[config.mk]
export PLATFORM = sky130hd
export DESIGN_NAME = pcpu_mio_bridge_flat
export DESIGN_NICKNAME = d
export VERILOG_FILES = /design/src/rtl/pcpu_mio_bridge_if.sv /design/src/rtl/pcpu_mio_bridge.sv /design/src/flat_wrapper.sv
export SDC_FILE = /design/constraint.sdc
export NUM_CORES = 1
export LEC_CHECK = 0
export ABC_AREA = 0
export BUFFER_PORTS_ARGS = -buffer_cell sky130_fd_sc_hd__buf_4
export CAP_MARGIN = 5
export CORE_MARGIN = 3
export CORE_UTILIZATION = 30
export DETAILED_ROUTE_END_ITERATION = 10
export SYNTH_ARGS = -nofsm -noshare
export SYNTH_HDL_FRONTEND = slang
export SYNTH_SLANG_ARGS = --single-unit
export TNS_END_PERCENT = 1
[constraint.sdc]
create_clock -name clk -period 1.6 [get_ports clk]
set_input_delay 0.32 -clock clk [delete_from_list [all_inputs] [get_ports clk]]
set_output_delay 0.32 -clock clk [all_outputs]
set_load 0.1 [all_outputs]
[src/rtl/pcpu_mio_bridge_if.sv]
// Signal bundle between the CPU MEM stage, the pcpu_mio_bridge and the MIO bus.
// The bridge connects through the slave modport; the CPU/bus environment uses master.
interface pcpu_mio_bridge_if #(
    parameter int DATA_W = 32,
    parameter int ADDR_W = 32
);
    logic                  req_valid;
    logic                  req_we;
    logic [1:0]            req_size;
    logic                  req_signed;
    logic [ADDR_W-1:0]     req_addr;
    logic [DATA_W-1:0]     req_wdata;
    logic                  stall;
    logic                  rsp_valid;
    logic [DATA_W-1:0]     rsp_rdata;
    logic                  misalign_err;
    logic                  timeout_err;
    logic                  MIO_ready;
    logic [DATA_W-1:0]     Data_in;
    logic                  CPU_MIO;
    logic                  mem_w;
    logic [ADDR_W-1:0]     Addr_out;
    logic [DATA_W-1:0]     Data_out;
    logic [DATA_W/8-1:0]   byte_en;
    logic [4:0]            state;

    modport slave (
        input  req_valid, req_we, req_size, req_signed, req_addr, req_wdata,
        input  MIO_ready, Data_in,
        output stall, rsp_valid, rsp_rdata, misalign_err, timeout_err,
        output CPU_MIO, mem_w, Addr_out, Data_out, byte_en, state
    );

    modport master (
        output req_valid, req_we, req_size, req_signed, req_addr, req_wdata,
        output MIO_ready, Data_in,
        input  stall, rsp_valid, rsp_rdata, misalign_err, timeout_err,
        input  CPU_MIO, mem_w, Addr_out, Data_out, byte_en, state
    );
endinterface

[src/rtl/pcpu_mio_bridge.sv]
// MEM-stage to MIO bus bridge: one access at a time, lane steering, sign extension, error flags.
// Optional macro PCPU_MIO_TIMEOUT_EN builds the WAIT timeout counter and timeout_err path.
module pcpu_mio_bridge #(
    parameter int DATA_W  = 32,
    parameter int ADDR_W  = 32,
    parameter int TIMEOUT = 255
) (
    input  logic               clk,
    input  logic               reset,
    pcpu_mio_bridge_if.slave   bus
);
    localparam int NB       = DATA_W / 8;
    localparam int LANE_W   = $clog2(NB);
    localparam int MAX_SIZE = LANE_W;

    if ((DATA_W != 32) && (DATA_W != 64)) begin : g_bad_data_w
        $error("pcpu_mio_bridge: DATA_W must be 32 or 64");
    end
    if ((TIMEOUT < 1) || (TIMEOUT > 65535)) begin : g_bad_timeout
        $error("pcpu_mio_bridge: TIMEOUT must be in 1..65535");
    end

    typedef enum logic [4:0] {
        S_IDLE = 5'd0,
        S_WAIT = 5'd2,
        S_DONE = 5'd3,
        S_ERR  = 5'd4
    } state_t;

    state_t              state_p1;
    logic                we_p1;
    logic [1:0]          size_p1;
    logic                sgn_p1;
    logic [LANE_W-1:0]   off_p1;
    logic                cpu_mio_p1;
    logic                mem_w_p1;
    logic [ADDR_W-1:0]   addr_out_p1;
    logic [DATA_W-1:0]   data_out_p1;
    logic [NB-1:0]       byte_en_p1;
    logic                vld_p2;
    logic [DATA_W-1:0]   rdata_p2;
    logic                misalign_p2;
`ifdef PCPU_MIO_TIMEOUT_EN
    logic [15:0]         cnt_p1;
    logic                timeout_p2;
`endif

    function automatic logic size_ok(input logic [ADDR_W-1:0] a, input logic [1:0] s);
        logic ok;
        case (s)
            2'd0:    ok = 1'b1;
            2'd1:    ok = ~a[0];
            2'd2:    ok = ~|a[1:0];
            default: ok = (MAX_SIZE == 3) && ~|a[2:0];
        endcase
        return ok;
    endfunction

    function automatic logic [NB-1:0] lane_mask(input logic [1:0] s, input logic [LANE_W-1:0] o);
        logic [NB-1:0] m;
        case (s)
            2'd0:    m = NB'(1);
            2'd1:    m = NB'(3);
            2'd2:    m = NB'(15);
            default: m = {NB{1'b1}};
        endcase
        return m << o;
    endfunction

    function automatic logic [DATA_W-1:0] replicate(input logic [1:0] s, input logic [DATA_W-1:0] w);
        logic [DATA_W-1:0] r;
        case (s)
            2'd0:    r = {NB{w[7:0]}};
            2'd1:    r = {(NB/2){w[15:0]}};
            2'd2:    r = {(DATA_W/32){w[31:0]}};
            default: r = w;
        endcase
        return r;
    endfunction

    // raw is already shifted so the addressed lane sits at bit 0
    function automatic logic [DATA_W-1:0] extend_lane(input logic [DATA_W-1:0] raw,
                                                      input logic [1:0] s, input logic sgn);
        logic signed [7:0]        b;
        logic signed [15:0]       h;
        logic signed [31:0]       w;
        logic signed [DATA_W-1:0] x;
        b = raw[7:0];
        h = raw[15:0];
        w = raw[31:0];
        case (s)
            2'd0:    x = sgn ? DATA_W'(b) : DATA_W'(raw[7:0]);
            2'd1:    x = sgn ? DATA_W'(h) : DATA_W'(raw[15:0]);
            2'd2:    x = sgn ? DATA_W'(w) : DATA_W'(raw[31:0]);
            default: x = raw;
        endcase
        return x;
    endfunction

    assign bus.stall        = ((state_p1 == S_IDLE) && bus.req_valid) || (state_p1 == S_WAIT);
    assign bus.state        = state_p1;
    assign bus.CPU_MIO      = cpu_mio_p1;
    assign bus.mem_w        = mem_w_p1;
    assign bus.Addr_out     = addr_out_p1;
    assign bus.Data_out     = data_out_p1;
    assign bus.byte_en      = byte_en_p1;
    assign bus.rsp_valid    = vld_p2;
    assign bus.rsp_rdata    = rdata_p2;
    assign bus.misalign_err = misalign_p2;
`ifdef PCPU_MIO_TIMEOUT_EN
    assign bus.timeout_err  = timeout_p2;
`else
    assign bus.timeout_err  = 1'b0;
`endif

    always_ff @(posedge clk) begin
        if (!reset) begin
            state_p1    <= S_IDLE;
            we_p1       <= 1'b0;
            size_p1     <= 2'd0;
            sgn_p1      <= 1'b0;
            off_p1      <= '0;
            cpu_mio_p1  <= 1'b0;
            mem_w_p1    <= 1'b0;
            addr_out_p1 <= '0;
            data_out_p1 <= '0;
            byte_en_p1  <= '0;
            vld_p2      <= 1'b0;
            rdata_p2    <= '0;
            misalign_p2 <= 1'b0;
`ifdef PCPU_MIO_TIMEOUT_EN
            cnt_p1      <= '0;
            timeout_p2  <= 1'b0;
`endif
        end else begin
            vld_p2      <= 1'b0;
            misalign_p2 <= 1'b0;
`ifdef PCPU_MIO_TIMEOUT_EN
            timeout_p2  <= 1'b0;
`endif
            case (state_p1)
                // request stage: latch the access and launch the bus cycle
                S_IDLE: begin
                    if (bus.req_valid) begin
                        if (size_ok(bus.req_addr, bus.req_size) && (int'(bus.req_size) <= MAX_SIZE)) begin
                            we_p1       <= bus.req_we;
                            size_p1     <= bus.req_size;
                            sgn_p1      <= bus.req_signed;
                            off_p1      <= bus.req_addr[LANE_W-1:0];
                            cpu_mio_p1  <= 1'b1;
                            mem_w_p1    <= bus.req_we;
                            addr_out_p1 <= {bus.req_addr[ADDR_W-1:LANE_W], {LANE_W{1'b0}}};
                            data_out_p1 <= replicate(bus.req_size, bus.req_wdata);
                            byte_en_p1  <= lane_mask(bus.req_size, bus.req_addr[LANE_W-1:0]);
`ifdef PCPU_MIO_TIMEOUT_EN
                            cnt_p1      <= '0;
`endif
                            state_p1    <= S_WAIT;
                        end else begin
                            vld_p2      <= 1'b1;
                            misalign_p2 <= 1'b1;
                            rdata_p2    <= '0;
                            state_p1    <= S_ERR;
                        end
                    end
                end
                // bus stage: wait for MIO_ready, steer and extend the read lane
                S_WAIT: begin
`ifdef PCPU_MIO_TIMEOUT_EN
                    cnt_p1 <= cnt_p1 + 16'd1;
`endif
                    if (bus.MIO_ready) begin
                        cpu_mio_p1 <= 1'b0;
                        mem_w_p1   <= 1'b0;
                        vld_p2     <= 1'b1;
                        rdata_p2   <= we_p1 ? '0
                                    : extend_lane(bus.Data_in >> {off_p1, 3'b000}, size_p1, sgn_p1);
                        state_p1   <= S_DONE;
                    end
`ifdef PCPU_MIO_TIMEOUT_EN
                    else if (cnt_p1 == 16'(TIMEOUT - 1)) begin
                        cpu_mio_p1 <= 1'b0;
                        mem_w_p1   <= 1'b0;
                        vld_p2     <= 1'b1;
                        timeout_p2 <= 1'b1;
                        rdata_p2   <= '0;
                        state_p1   <= S_ERR;
                    end
`endif
                end
                // response stage: single-cycle pulse, pipeline advances
                S_DONE, S_ERR: begin
                    rdata_p2 <= '0;
                    state_p1 <= S_IDLE;
                end
                default: state_p1 <= S_IDLE;
            endcase
        end
    end
endmodule

[src/flat_wrapper.sv]
// flat-port wrapper written by rule: the top's interface ports become plain ports
module pcpu_mio_bridge_flat 
#(
    parameter int DATA_W  = 32,
    parameter int ADDR_W  = 32,
    parameter int TIMEOUT = 255
)
  (clk, reset, bus_req_valid, bus_req_we, bus_req_size, bus_req_signed, bus_req_addr, bus_req_wdata, bus_MIO_ready, bus_Data_in, bus_stall, bus_rsp_valid, bus_rsp_rdata, bus_misalign_err, bus_timeout_err, bus_CPU_MIO, bus_mem_w, bus_Addr_out, bus_Data_out, bus_byte_en, bus_state);
  pcpu_mio_bridge_if #(.DATA_W(DATA_W), .ADDR_W(ADDR_W)) bus_i ();
  input  logic clk;
  input  logic reset;
  input wire logic [$bits(bus_i.req_valid)-1:0] bus_req_valid;
  input wire logic [$bits(bus_i.req_we)-1:0] bus_req_we;
  input wire logic [$bits(bus_i.req_size)-1:0] bus_req_size;
  input wire logic [$bits(bus_i.req_signed)-1:0] bus_req_signed;
  input wire logic [$bits(bus_i.req_addr)-1:0] bus_req_addr;
  input wire logic [$bits(bus_i.req_wdata)-1:0] bus_req_wdata;
  input wire logic [$bits(bus_i.MIO_ready)-1:0] bus_MIO_ready;
  input wire logic [$bits(bus_i.Data_in)-1:0] bus_Data_in;
  output wire logic [$bits(bus_i.stall)-1:0] bus_stall;
  output wire logic [$bits(bus_i.rsp_valid)-1:0] bus_rsp_valid;
  output wire logic [$bits(bus_i.rsp_rdata)-1:0] bus_rsp_rdata;
  output wire logic [$bits(bus_i.misalign_err)-1:0] bus_misalign_err;
  output wire logic [$bits(bus_i.timeout_err)-1:0] bus_timeout_err;
  output wire logic [$bits(bus_i.CPU_MIO)-1:0] bus_CPU_MIO;
  output wire logic [$bits(bus_i.mem_w)-1:0] bus_mem_w;
  output wire logic [$bits(bus_i.Addr_out)-1:0] bus_Addr_out;
  output wire logic [$bits(bus_i.Data_out)-1:0] bus_Data_out;
  output wire logic [$bits(bus_i.byte_en)-1:0] bus_byte_en;
  output wire logic [$bits(bus_i.state)-1:0] bus_state;
  assign bus_i.req_valid = bus_req_valid;
  assign bus_i.req_we = bus_req_we;
  assign bus_i.req_size = bus_req_size;
  assign bus_i.req_signed = bus_req_signed;
  assign bus_i.req_addr = bus_req_addr;
  assign bus_i.req_wdata = bus_req_wdata;
  assign bus_i.MIO_ready = bus_MIO_ready;
  assign bus_i.Data_in = bus_Data_in;
  assign bus_stall = bus_i.stall;
  assign bus_rsp_valid = bus_i.rsp_valid;
  assign bus_rsp_rdata = bus_i.rsp_rdata;
  assign bus_misalign_err = bus_i.misalign_err;
  assign bus_timeout_err = bus_i.timeout_err;
  assign bus_CPU_MIO = bus_i.CPU_MIO;
  assign bus_mem_w = bus_i.mem_w;
  assign bus_Addr_out = bus_i.Addr_out;
  assign bus_Data_out = bus_i.Data_out;
  assign bus_byte_en = bus_i.byte_en;
  assign bus_state = bus_i.state;
  pcpu_mio_bridge #(.DATA_W(DATA_W), .ADDR_W(ADDR_W), .TIMEOUT(TIMEOUT)) u_core (.clk(clk), .reset(reset), .bus(bus_i));
endmodule
Yosys cells after proc, flatten, opt, wreduce, memory -nomap -nowiden
Cells that the tools add are included.
Word-level totals
  logic and storage cells: 76
  register bits: 113
  input bits: 104
  output and inout bits: 111
Operators by class
  muxes and demuxes: 33
  reduce and logical (&&, ||, !) cells: 16
  magnitude comparators: 1
  bitwise gates (word level): 1
  shifts and indexed selects: 2
  eq/ne operators: 10
Operators with widths (count)
  2-to-1 mux 32 bit: 6
  case mux 32 bit (2 select lines): 2
  case mux 32 bit (3 select lines): 1
  right shift 32 x 5 -> 32 bit: 1
  2-to-1 mux 4 bit: 4
  2-to-1 mux 1 bit: 11
  == test 5 x 2 -> 1 bit, second input constant: 2
  2-to-1 mux 5 bit: 2
  case mux 5 bit (2 select lines): 1
  inequality test 2 bit, second input constant: 4
  case mux 4 bit (2 select lines): 1
  AND reduction 4 bit: 2
  case mux 1 bit (2 select lines): 3
  == test 5 x 3 -> 1 bit, second input constant: 1
  logical NOT 5 bit: 1
  == test 2 x 1 -> 1 bit, second input constant: 2
  logical NOT 2 bit: 2
  AND reduction 2 bit: 2
  OR reduction 2 bit: 2
  << shifter 4 x 2 -> 4 bit: 1
  2-to-1 mux 3 bit: 1
  case mux 1 bit (3 select lines): 1
  AND reduction 3 bit: 1
  nonzero test 3 bit: 1
  7 further kinds: 8

Depth between registers and ports, before layout
  word-level depth: 12
  depth in mapped cells: 8
  gate-level depth less buffers: 4

Worst setup path after synthesis
Ideal clock, no wire load.
  path type: flip-flop to flip-flop
  start: register u_core.state_p1[2] (netlist: u_core.bus.state[2])
  end: register u_core.rdata_p2[24] (netlist: u_core.bus.rsp_rdata[24])
  buffers on the path: 1
  library setup time: 0.122 ns
  path slack: -0.723 ns
  clock period less this slack: 2.323 ns
  stages on the path, launching flop included: 6
  arrival: 2.201 ns
  data required time: 1.478 ns
  cell sequence: dfxtp_1 > nor2_1 > o32a_4 > o21a_4 > buf_6 > a221o_1
Between the ends
  longest elaborated chain between the ends: 4
  elaborated cells on any way between the ends: 11
  classes of those cells: eq/ne (6); mux (1); reduce/logical (4)
Ends and longest elaborated chain
  start: declaration: line pcpu_mio_bridge.sv:30  | state_t state_p1;
  start signal: assignment: line pcpu_mio_bridge.sv:118  | state_p1 <= S_IDLE;
  start signal: assignment: line pcpu_mio_bridge.sv:158  | state_p1 <= S_WAIT;
  start signal: assignment: line pcpu_mio_bridge.sv:163  | state_p1 <= S_ERR;
  == test 5 x 2 -> 1 bit or == test 5 x 3 -> 1 bit (tied branches): line pcpu_mio_bridge.sv:141  | case (state_p1)
  OR reduction 2 bit: line pcpu_mio_bridge.sv:141
  nonzero test 3 bit (no line)
  AND reduction 4 bit (no line)
  end signal: assignment: line pcpu_mio_bridge.sv:176  | rdata_p2 <= we_p1 ? '0
  end: declaration: line pcpu_mio_bridge.sv:41  | logic [DATA_W-1:0] rdata_p2;
Several ways; a longest one is shown, not always the timed one.
A chain may end at the register's enable or synchronous reset.

Worst setup path after layout
  start: register u_core.state_p1[2] (netlist: u_core.bus.state[2])
  end: output bus_stall
Between the ends
  longest elaborated chain between the ends: 3
  elaborated cells on any way between the ends: 4
  classes of those cells: eq/ne (1); reduce/logical (3)
Ends and longest elaborated chain
  logical NOT 5 bit: line pcpu_mio_bridge.sv:100  | assign bus.stall = ((state_p1 == S_IDLE) && bus.req_valid) || (state_p1 == S_WAIT);
  logical AND 1 bit: line pcpu_mio_bridge.sv:100
  logical OR 1 bit *: line pcpu_mio_bridge.sv:100
  end: declaration: line flat_wrapper.sv:20  | output wire logic [$bits(bus_i.stall)-1:0] bus_stall;
Mark *: on every way between the ends. The rest lies on a longest branch, timed or not.

==> reports/qor.csv <==
metric;value;unit
most common cell in the netlist;nand2_1;
Detailed Route Iter0 Violations;195;
Initial Utilization;0.313;
prevailing post-synth register cell;dfxtp_1;
routed vias/inst;4.89;
Mapped Avg Cell Area;9.07;um2
crit end category;primary output;
Max VDD drop;508;uV
RSZ-0062 raised after global routing;yes;
full die area;18500;um2
CTS root buf;clkbuf_16;
Area Growth Syn to Fin;46.9;%
Startpoint Class;register;
P_int;4650;uW
Leak;0.00338;uW
pwr/cell area;979;nW/um2
fraction of layout cells with a size suffix above 1;0.390;
switching power;2650;uW
I/O pins;215;
Seq pwr share;0.407;
synthesized flop and latch total;111;
CTS sink count;111;
sequential area share after synthesis;0.438;
worst slack at placement;-0.225;ns
Worst-Margin Slew;0.636;ns
via count;4918;
synth top area cells;dfxtp_1 (44%), nand2_1 (10%), a21boi_1 (8.4%);
Post-Layout Cell Count;1006;
largest net degree at the start of global routing;53;
Worst Path Max Fanout;4;
Hold WC Path Type;input pin to register;
per-cell routed wire length;16.5;um
status;complete, no violations;
FF-to-FF path depth;4;
number of synthesized flops with an enable pin;0;
CTS tree;yes;
WS Path Type;register to primary output;
Async SR Flop Fraction;0;
worst hold path depth;3;
CP max stage cell;dfxtp_4;
final worst slack;0.00930;ns
placed insts;984;
Slew HR;0.574;
GR Util All Layers;0.171;
Worst EP required;1.28;ns
fin nets;889;
CP arrival;1.27;ns
total grt overflow;0;
Worst Skew;0.0128;ns
switching share of power;0.363;
clock latency on the worst-skew pair;0.35;ns
Max Fclk;629;MHz
Max Cap Viol;0;
number of global-route vias before repair;4845;
Mapped Cells;560;
Core Region;16200;um2
clock-pin slew of the registers on the worst-case setup and hold paths;0.08;ns
routability congestion estimate;0.892;
clock network power share;0.290;
Yosys top cell area share;0.438;
Die Width;136;um
antenna violations before repair;0;
critical-path cell list;buf_6, nor2_4, o21a_1, buf_12;
Max clock buf depth;2;
# DRC;0;
Combinational Power Share;0.302;
Final Setup Violations;0;
ANT cells;0;
largest area contributor in the netlist;dfxtp_1;
Num CTS Buffers;9;
final hold vios;0;
Post-DP HPWL;12700;um
Synth cell types;46;
Syn. warnings;0;
Routed WL;16600;um
Die Ht;136;um
first-pass GRT wire length;25200;um
post-route clock period utilization;0.994;
max incr delay on CP;0.36;ns
Post-synth top cells;nand2_1 (140), dfxtp_1 (111), a21boi_1 (57);
Antenna Violating Nets Remaining;0;
row count;46;
Final min period;1.59;ns
total power;7300;uW
H-Tree Depth;3;
Buffers on Ports;209;
synthesized cell area;5080;um2
first-pass detailed-route iteration total;5;
Final Max Slew Viols;0;
-- power by group through the flow --
stage	clock (uW)	combinational [uW]	sequential, uW
2_1_floorplan	0	634	3910
5_1_grt	2310	2320	2990
3_5_place_dp	0	2170	3030
4_1_cts	2200	2190	2970
6_report	2120	2210	2970
3_3_place_gp	0	2150	3030
-- critical path: cells and delay by family (launching register included) --
family	cells	cell delay, ns
simple gates	1	0.09
buf+inv	2	0.30
compound gates	1	0.16
flops	1	0.36
-- flip-flops by register name, indices dropped and copies added, names as in the netlist --
| name | cells |
|---|---|
| u_core.bus.Data_out | 32 |
| u_core.bus.rsp_rdata | 32 |
| u_core.bus.Addr_out | 30 |
| u_core.bus.byte_en | 4 |
| u_core.bus.state | 3 |
| u_core.off_p1 | 2 |
| u_core.size_p1 | 2 |
| u_core.bus.CPU_MIO | 1 |
| u_core.bus.mem_w | 1 |
| u_core.bus.misalign_err | 1 |
| u_core.bus.rsp_valid | 1 |
| u_core.sgn_p1 | 1 |
| u_core.we_p1 | 1 |
-- final timing paths --
kind | from | to | slack, ns
setup / recovery | u_core.bus.state[2] | bus_stall | 0.009
hold / removal | bus_req_addr[17] | u_core.bus.Addr_out[17] | 0.21
setup reg to reg | u_core.bus.state[1] | u_core.bus.rsp_rdata[31] | 0.009
hold reg to reg | u_core.bus.Addr_out[5] | u_core.bus.Addr_out[5] | 0.46
-- cell type report --
| type | count | area (um2) |
|---|---|---|
| Clock buffer | 11 | 233 |
| Clock inverter | 5 | 40.0 |
| Fill cell | 1609 | 8770 |
| Inverter | 3 | 11.3 |
| Multi-Input combinational cell | 404 | 2670 |
| Sequential cell | 111 | 2240 |
| Tap cell | 216 | 270 |
| Timing Repair Buffer | 256 | 2000 |
-- layer usage --
| layer | vias to the layer above | routed length, um | track usage |
|---|---|---|---|
| met5 | - | 0 | 0 |
| met4 | 0 | 220 | 0.0538 |
| met3 | 15 | 1770 | 0.0633 |
| li1 | 2410 | - | - |
| met2 | 195 | 7830 | 0.285 |
| met1 | 2298 | 6730 | 0.205 |
-- per-stage QoR --
stage | utilization | TNS, ns | hold slack, ns | instance area (um2)
3_5_place_dp | 0.435 | -4.58 | 0.449 | 7060
5_1_grt | 0.460 | -0.841 | 0.200 | 7460
4_1_cts | 0.456 | -0.0121 | 0.199 | 7400
3_3_place_gp | 0.435 | -1.85 | 0.442 | 7060
6_report | 0.460 | 0 | 0.206 | 7460
2_1_floorplan | - | -2.24 | 0.449 | 5110
-- cells in the final DEF, fill, tap and decap left out, types with 2 or more instances in the layout --
| master | n |
|---|---|
| nor2_1 | 9 |
| a211o_1 | 5 |
| buf_4 | 245 |
| o2bb2ai_1 | 8 |
| o211ai_1 | 7 |
| dfxtp_1 | 107 |
| clkbuf_16 | 9 |
| a21boi_0 | 8 |
| nor2_2 | 2 |
| conb_1 | 5 |
| o211a_1 | 17 |
| buf_12 | 4 |
| mux2_2 | 7 |
| nor3_2 | 3 |
| nor3_1 | 3 |
| nand3_1 | 10 |
| o21ai_0 | 33 |
| o21a_4 | 3 |
| nor2b_1 | 2 |
| nand2_1 | 139 |
| clkbuf_1 | 2 |
| buf_6 | 6 |
| a21oi_1 | 8 |
| inv_6 | 3 |
| inv_1 | 3 |
| o211a_2 | 2 |
| dfxtp_4 | 4 |
| nand3b_1 | 9 |
| mux2i_1 | 33 |
| or2_2 | 2 |
| a221o_1 | 11 |
| a21boi_1 | 56 |
| or3_1 | 2 |
| mux2_4 | 2 |
-- logic make-up (layout without fill, tap and decap cells) --
logic type             Yosys count  count (layout)  share of synthesized area
buffers and inverters           51             275                     0.0540
muxes                           43              43                     0.0909
and+or+nand+nor                191             191                      0.167
DFF                            111             111                      0.438
AOI/OAI and AO/OA              163             165                      0.250
other                            1               5                   0.000738
-- timing repair --
item | CTS | global route
hold buffers | 0 | 0
endpoints found under the setup margin | 57 | 77
gates cloned | 0 | 2
setup buffers | 3 | 1
pin swaps | 2 | 4
resized for setup | 12 | 9
Power figures use the tool's default switching activity.
